===== src/rtl/mem_port_arbiter_if.sv =====
// mem_port_arbiter_if: core port C, loader port L and memory-macro signals
// of the unified instruction/data memory arbiter.
// slave  = arbiter side, master = requesters plus memory side.
interface mem_port_arbiter_if #(
    parameter int unsigned ADDR_W = 32
);
    // core port
    logic              c_req;
    logic              c_we;
    logic [2:0]        c_funct3;
    logic [ADDR_W-1:0] c_addr;
    logic [31:0]       c_wdata;
    logic              c_done;
    logic              c_err;
    logic [31:0]       c_rdata;
    // loader port
    logic              l_req;
    logic              l_we;
    logic [ADDR_W-1:0] l_addr;
    logic [31:0]       l_wdata;
    logic              l_done;
    logic [31:0]       l_rdata;
    // status and memory side
    logic              busy;
    logic              mem_en;
    logic              mem_we;
    logic [ADDR_W-1:0] mem_addr;
    logic [3:0]        mem_be;
    logic [31:0]       mem_wdata;
    logic [31:0]       mem_rdata;

    modport slave (
        input  c_req, c_we, c_funct3, c_addr, c_wdata,
        output c_done, c_err, c_rdata,
        input  l_req, l_we, l_addr, l_wdata,
        output l_done, l_rdata,
        output busy, mem_en, mem_we, mem_addr, mem_be, mem_wdata,
        input  mem_rdata
    );

    modport master (
        output c_req, c_we, c_funct3, c_addr, c_wdata,
        input  c_done, c_err, c_rdata,
        output l_req, l_we, l_addr, l_wdata,
        input  l_done, l_rdata,
        input  busy, mem_en, mem_we, mem_addr, mem_be, mem_wdata,
        output mem_rdata
    );
endinterface


===== src/rtl/mem_port_arbiter.sv =====
// mem_port_arbiter: shares one 32-bit memory between the core (C) and the
// program loader (L). Round-robin grant, one mem_en per access, fixed read
// latency, byte-lane steering for stores and load extension.
// Optional: define MEM_ARB_MISALIGN_CHECK_EN to reject misaligned half/word
// accesses instead of truncating their low address bits.
module mem_port_arbiter #(
    parameter int unsigned ADDR_W   = 32,
    parameter int unsigned READ_LAT = 1
) (
    input  logic              clk,
    input  logic              reset,
    mem_port_arbiter_if.slave bus
);
    typedef enum logic [1:0] {S_IDLE, S_ISSUE, S_WAIT, S_DONE} state_t;

    // WAIT lasts READ_LAT-1 cycles; cnt holds the WAIT cycles left after the current one.
    localparam logic [3:0] CNT_INIT = 4'((READ_LAT > 1) ? READ_LAT - 2 : 0);

    state_t            state, state_nx;
    logic              grant_l, last_l, we_q;
    logic [2:0]        f3_q;
    logic [ADDR_W-1:0] addr_q;
    logic [31:0]       wdata_q, c_rdata_q, l_rdata_q;
    logic [3:0]        cnt, cnt_nx;
    logic              take, pick_l, capture;
    logic              illegal, misalign, skip;
    logic [1:0]        size, off, eff_off;
    logic [3:0]        be_w;
    logic [31:0]       wdata_lane, shifted, load_ext;

    // Decode the latched access: legality, lane offset, enables, store and load data.
    always_comb begin
        size    = grant_l ? 2'b10 : f3_q[1:0];
        off     = addr_q[1:0];
        illegal = !grant_l && (f3_q == 3'b011 || f3_q[2:1] == 2'b11);
`ifdef MEM_ARB_MISALIGN_CHECK_EN
        misalign = (size == 2'b01 && off[0]) || (size == 2'b10 && off != 2'b00);
`else
        misalign = 1'b0;
`endif
        skip       = illegal || misalign;
        eff_off    = off;
        be_w       = 4'b0001 << off;
        wdata_lane = {4{wdata_q[7:0]}};
        case (size)
            2'b01: begin
                eff_off    = {off[1], 1'b0};
                be_w       = off[1] ? 4'b1100 : 4'b0011;
                wdata_lane = {2{wdata_q[15:0]}};
            end
            2'b10: begin
                eff_off    = 2'b00;
                be_w       = 4'b1111;
                wdata_lane = wdata_q;
            end
            default: ;
        endcase
        shifted = bus.mem_rdata >> {eff_off, 3'b000};
        case (f3_q)
            3'b000:  load_ext = {{24{shifted[7]}}, shifted[7:0]};
            3'b001:  load_ext = {{16{shifted[15]}}, shifted[15:0]};
            3'b100:  load_ext = {24'b0, shifted[7:0]};
            3'b101:  load_ext = {16'b0, shifted[15:0]};
            default: load_ext = shifted;
        endcase
    end

    // Next-state logic: grant in IDLE, strobe in ISSUE, count out read latency.
    always_comb begin
        state_nx = state;
        cnt_nx   = cnt;
        take     = 1'b0;
        pick_l   = 1'b0;
        capture  = 1'b0;
        case (state)
            S_IDLE: begin
                if (bus.c_req || bus.l_req) begin
                    take     = 1'b1;
                    pick_l   = bus.l_req && (!bus.c_req || !last_l);
                    state_nx = S_ISSUE;
                end
            end
            S_ISSUE: begin
                if (skip || we_q) begin
                    state_nx = S_DONE;
                end else if (READ_LAT <= 1) begin
                    capture  = 1'b1;
                    state_nx = S_DONE;
                end else begin
                    cnt_nx   = CNT_INIT;
                    state_nx = S_WAIT;
                end
            end
            S_WAIT: begin
                if (cnt == 4'd0) begin
                    capture  = 1'b1;
                    state_nx = S_DONE;
                end else begin
                    cnt_nx = cnt - 4'd1;
                end
            end
            S_DONE:  state_nx = S_IDLE;
            default: state_nx = S_IDLE;
        endcase
    end

    // State and latency counter; reset aborts any access in flight.
    always_ff @(posedge clk or posedge reset) begin
        if (reset) begin
            state <= S_IDLE;
            cnt   <= '0;
        end else begin
            state <= state_nx;
            cnt   <= cnt_nx;
        end
    end

    // Request latch, read-data capture and round-robin history.
    always_ff @(posedge clk or posedge reset) begin
        if (reset) begin
            grant_l   <= 1'b0;
            last_l    <= 1'b1;
            we_q      <= 1'b0;
            f3_q      <= '0;
            addr_q    <= '0;
            wdata_q   <= '0;
            c_rdata_q <= '0;
            l_rdata_q <= '0;
        end else begin
            if (take) begin
                grant_l <= pick_l;
                we_q    <= pick_l ? bus.l_we    : bus.c_we;
                f3_q    <= pick_l ? 3'b010      : bus.c_funct3;
                addr_q  <= pick_l ? bus.l_addr  : bus.c_addr;
                wdata_q <= pick_l ? bus.l_wdata : bus.c_wdata;
            end
            if (capture) begin
                if (grant_l) l_rdata_q <= bus.mem_rdata;
                else         c_rdata_q <= load_ext;
            end
            if (state == S_DONE) last_l <= grant_l;
        end
    end

    assign bus.busy      = (state != S_IDLE);
    assign bus.mem_en    = (state == S_ISSUE) && !skip;
    assign bus.mem_we    = bus.mem_en && we_q;
    assign bus.mem_be    = !bus.mem_en ? 4'b0000 : (we_q ? be_w : 4'b1111);
    assign bus.mem_addr  = {addr_q[ADDR_W-1:2], 2'b00};
    assign bus.mem_wdata = wdata_lane;
    assign bus.c_done    = (state == S_DONE) && !grant_l;
    assign bus.c_err     = bus.c_done && skip;
    assign bus.c_rdata   = c_rdata_q;
    assign bus.l_done    = (state == S_DONE) && grant_l;
    assign bus.l_rdata   = l_rdata_q;
endmodule


===== src/flat_wrapper.sv =====
// flat-port wrapper written by rule: the top's interface ports become plain ports
module mem_port_arbiter_flat 
#(
    parameter int unsigned ADDR_W   = 32,
    parameter int unsigned READ_LAT = 1
)
  (clk, reset, bus_c_req, bus_c_we, bus_c_funct3, bus_c_addr, bus_c_wdata, bus_c_done, bus_c_err, bus_c_rdata, bus_l_req, bus_l_we, bus_l_addr, bus_l_wdata, bus_l_done, bus_l_rdata, bus_busy, bus_mem_en, bus_mem_we, bus_mem_addr, bus_mem_be, bus_mem_wdata, bus_mem_rdata);
  mem_port_arbiter_if #(.ADDR_W(ADDR_W)) bus_i ();
  input  logic clk;
  input  logic reset;
  input wire logic [$bits(bus_i.c_req)-1:0] bus_c_req;
  input wire logic [$bits(bus_i.c_we)-1:0] bus_c_we;
  input wire logic [$bits(bus_i.c_funct3)-1:0] bus_c_funct3;
  input wire logic [$bits(bus_i.c_addr)-1:0] bus_c_addr;
  input wire logic [$bits(bus_i.c_wdata)-1:0] bus_c_wdata;
  output wire logic [$bits(bus_i.c_done)-1:0] bus_c_done;
  output wire logic [$bits(bus_i.c_err)-1:0] bus_c_err;
  output wire logic [$bits(bus_i.c_rdata)-1:0] bus_c_rdata;
  input wire logic [$bits(bus_i.l_req)-1:0] bus_l_req;
  input wire logic [$bits(bus_i.l_we)-1:0] bus_l_we;
  input wire logic [$bits(bus_i.l_addr)-1:0] bus_l_addr;
  input wire logic [$bits(bus_i.l_wdata)-1:0] bus_l_wdata;
  output wire logic [$bits(bus_i.l_done)-1:0] bus_l_done;
  output wire logic [$bits(bus_i.l_rdata)-1:0] bus_l_rdata;
  output wire logic [$bits(bus_i.busy)-1:0] bus_busy;
  output wire logic [$bits(bus_i.mem_en)-1:0] bus_mem_en;
  output wire logic [$bits(bus_i.mem_we)-1:0] bus_mem_we;
  output wire logic [$bits(bus_i.mem_addr)-1:0] bus_mem_addr;
  output wire logic [$bits(bus_i.mem_be)-1:0] bus_mem_be;
  output wire logic [$bits(bus_i.mem_wdata)-1:0] bus_mem_wdata;
  input wire logic [$bits(bus_i.mem_rdata)-1:0] bus_mem_rdata;
  assign bus_i.c_req = bus_c_req;
  assign bus_i.c_we = bus_c_we;
  assign bus_i.c_funct3 = bus_c_funct3;
  assign bus_i.c_addr = bus_c_addr;
  assign bus_i.c_wdata = bus_c_wdata;
  assign bus_c_done = bus_i.c_done;
  assign bus_c_err = bus_i.c_err;
  assign bus_c_rdata = bus_i.c_rdata;
  assign bus_i.l_req = bus_l_req;
  assign bus_i.l_we = bus_l_we;
  assign bus_i.l_addr = bus_l_addr;
  assign bus_i.l_wdata = bus_l_wdata;
  assign bus_l_done = bus_i.l_done;
  assign bus_l_rdata = bus_i.l_rdata;
  assign bus_busy = bus_i.busy;
  assign bus_mem_en = bus_i.mem_en;
  assign bus_mem_we = bus_i.mem_we;
  assign bus_mem_addr = bus_i.mem_addr;
  assign bus_mem_be = bus_i.mem_be;
  assign bus_mem_wdata = bus_i.mem_wdata;
  assign bus_i.mem_rdata = bus_mem_rdata;
  mem_port_arbiter #(.ADDR_W(ADDR_W), .READ_LAT(READ_LAT)) u_core (.clk(clk), .reset(reset), .bus(bus_i));
endmodule

===== config.mk =====
export PLATFORM = sky130hd
export DESIGN_NAME = mem_port_arbiter_flat
export DESIGN_NICKNAME = d
export VERILOG_FILES = /design/src/rtl/mem_port_arbiter_if.sv /design/src/rtl/mem_port_arbiter.sv /design/src/flat_wrapper.sv
export SDC_FILE = /design/constraint.sdc
export NUM_CORES = 1
export LEC_CHECK = 0
export BUFFER_PORTS_ARGS = -buffer_cell sky130_fd_sc_hd__buf_2
export CELL_PAD_IN_SITES_DETAIL_PLACEMENT = 0
export CELL_PAD_IN_SITES_GLOBAL_PLACEMENT = 2
export CORE_ASPECT_RATIO = 0.5
export CORE_UTILIZATION = 30
export DETAILED_ROUTE_END_ITERATION = 6
export PLACE_DENSITY_LB_ADDON = 0.2
export SLEW_MARGIN = 20
export SYNTH_ARGS = -nofsm -noshare
export SYNTH_HDL_FRONTEND = slang
export SYNTH_SLANG_ARGS = --single-unit
export TNS_END_PERCENT = 5

===== constraint.sdc =====
create_clock -name clk -period 6.9 [get_ports clk]
set_input_delay 0.345 -clock clk [delete_from_list [all_inputs] [get_ports clk]]
set_output_delay 0.345 -clock clk [all_outputs]
set_load 0.01 [all_outputs]

==> run_results.csv <==
group,metric,value,unit
worst_setup_path,worst-r2r-setup-slack,3.30,ns
yosys,synth-edff-count,0,
grt,antenna_found_initial,3,
placed_design,place_inst,1308,
floorplan,die-area,24900,sq um
worst_setup_path,cp-start-kind,"flop",
power_and_ir_drop,leakagePower,4.50,nW
drt,via_per_inst,4.98,
clock_network,htreeDepth,4,
clock_network,ctsHoldBuffers,0,
yosys,syn-instance-count,786,
floorplan,boundaryPins,307,
clock_network,cts_setup_buffers,0,
worst_setup_path,critPathCapture,"u_core.bus.c_rdata[23]",
floorplan,die_w,222,um
power_and_ir_drop,vdd_ir_drop_max,0.183,mV
worst_setup_path,crit_fanout,32,
drt,first_pass_iters,4,
worst_setup_path,crit_required,7.18,ns
sta,hold_viol_final,0,
power_and_ir_drop,power_density,503,nW/um^2
finish,nets,1196,
finish,fin_area,9350,sq um
grt,grt_max_degree,78,
drt,wl_per_cell,19.2,um
clock_network,cts.sinks,140,
drt,ant_nets,0,
grt,grt_pass1_vias,6847,
worst_setup_path,r2r_cells,7,
finish,fin_cells,1342,
clock_network,clkLatencyLatePin,0.44,ns
floorplan,fp.dieH,112,um
finish,drive_above_1_share,40.1,%
placed_design,place_area,8770,sq um
grt,grt_usage,20.9,%
worst_setup_path,reg2reg_to,"u_core.bus.c_rdata[23]",
clock_network,numCtsBuffers,17,
sta,drv_slew,0,
yosys,synthArstFlopShare,100,%
worst_setup_path,path_class,"flop to flop",
yosys,seq_area_frac_synth,48.1,%
clock_network,cts_buffer_depth,2,
drt,routed_wl,25800,um
yosys,yosysWarnings,0,
worst_setup_path,rr_startpoint,"u_core.f3_q[1]",
yosys,yosys.cell_types.count,46,
grt,grt_pass1_wl,39600,um
job,max_cap_violations,0,
clock_network,cts_root_buf,"clkbuf_16",
yosys,ys_ff_latch,140,
finish,syn_to_final_growth,28.4,%
placed_design,place_congestion,0.811,
sta,final.setup.tns,0,ns
clock_network,cts_tree,"built",
drt,drc,0,
finish,final_cell_mix,"buf_2 (304), dfrtp_1 (139), nand2_1 (124)",
clock_network,clkTransAtPathRegs,0.06,ns
grt,grt-ovfl-total,0,
sta,final.setup_skew,0.00811,ns
sta,slew_headroom,28.6,%
run_status,status,"finished, final reports clean",
worst_setup_path,setup.worst_path.end_class,"flop",
finish,final_common_cell,"buf_2",
floorplan,row_count,39,
sta,fin_crit,3.60,ns
sta,rsz0062_at_grt,"false",
floorplan,initial_core_util,31.2,%
sta,post-route-period-util,52.2,%
drt,num_vias,6680,
placed_design,portBuffers,304,
worst_setup_path,cp.arrival,3.88,ns
yosys,ys.flop_type,"dfrtp_1",
floorplan,core-area,23300,sq um
worst_hold_path,min_path_type,"primary input to async pin",
sta,max_freq,278,MHz
drt,drt_iter0_drc,425,
placed_design,dp_hpwl,18400,um
clock_network,postCtsResizedCells,0,
worst_setup_path,crit_start,"u_core.f3_q[1]",
sta,setup_viol,0,
yosys,syn_avg_cell_area,9.26,sq um
sta,worst_pin_slew,1.07,ns
yosys,syn_area,7280,sq um
finish,utilization,40.1,%
-- layer usage --
| metal | GRT usage [%] | wire length (um) |
|---|---|---|
| met1 | 26.0 | 11200 |
| met2 | 34.6 | 12600 |
| met3 | 5.84 | 1380 |
| met4 | 8.55 | 584 |
| met5 | 0 | 12 |
-- cell usage after synthesis, drive strengths merged, types with 4 or more instances --
master  number  share of area [%]
a22o        10                1.2
clkbuf      35                1.8
inv         15               0.77
o22ai        4               0.34
dfrtp      139                 48
nor2        75                3.9
a311o        7               0.96
buf         63                5.7
mux4         8                2.5
mux2        49                7.6
a31oi        8               0.69
a22oi        8               0.82
o21ai       77                5.3
and2         6               0.52
a21oi      103                7.1
nand2      125                6.5
a41oi       16                1.9
nor2b        4               0.34
ha           7                1.2
-- through the flow --
stage          power [mW]  setup slack, ns  hold WS (ns)
3_5_place_dp         3.82             3.34         0.469
5_1_grt              5.04             3.03        0.0857
3_3_place_gp         3.78             3.44         0.458
2_1_floorplan        3.01             2.80         0.450
4_1_cts              4.77             3.29        0.0487
6_report             4.70             3.30        0.0277
-- power breakdown --
| group | switching (mW) | total (mW) | internal (mW) |
|---|---|---|---|
| Combinational | 1.33 | 2.26 | 0.932 |
| Clock | 0.389 | 0.922 | 0.533 |
| Sequential | 0.292 | 1.52 | 1.23 |
-- layout make-up --
class	count	area (sq um)
clock buffers	19	433
repair buffers	312	1580
fillers	2411	14000
multi-input cells	534	3240
well taps	307	384
flip-flops and latches	140	3500
inverters	15	61.3
clock inverters	13	144
diodes	2	5.00
-- cells by family (layout without fill, tap and decap cells) --
| group | count (synthesis) | count (layout) | share of synthesized area, % |
|---|---|---|---|
| compound gates | 244 | 244 | 19.7 |
| xor+xnor | 2 | 2 | 0.241 |
| mux | 59 | 59 | 10.3 |
| simple gates | 220 | 220 | 12.1 |
| buf+inv | 113 | 359 | 8.25 |
| other cells | 1 | 4 | 0.0515 |
| fa+ha+maj | 7 | 7 | 1.20 |
| flops | 140 | 140 | 48.1 |
-- registers in the layout, indices dropped and copies added (netlist names) --
register            flops
u_core.bus.l_rdata     32
u_core.last_l           1
u_core.cnt              4
u_core.grant_l          1
u_core.wdata_q         32
u_core.state            2
u_core.f3_q             3
u_core.addr_q          32
u_core.we_q             1
u_core.bus.c_rdata     32
-- worst min path at each step --
stage / start / endpoint / slack [ns]
global placement: u_core.addr_q[4] / u_core.addr_q[4] / 0.46
floorplan: u_core.wdata_q[24] / u_core.wdata_q[24] / 0.45
detailed placement: u_core.addr_q[13] / u_core.addr_q[13] / 0.47
CTS: reset / u_core.bus.l_rdata[14] / 0.05
global route: reset / u_core.bus.l_rdata[14] / 0.09
finish: reset / u_core.bus.c_rdata[24] / 0.03
-- critical path, stage by stage, from the launching register on --
cell,delay [ns]
dfrtp_1,0.44
or2_2,0.33
inv_1,0.06
ha_1,0.64
nand2_2,0.63
mux4_2,0.67
nand3b_2,0.44
a41oi_1,0.21
Note: power is estimated with default switching activity, not from simulation.
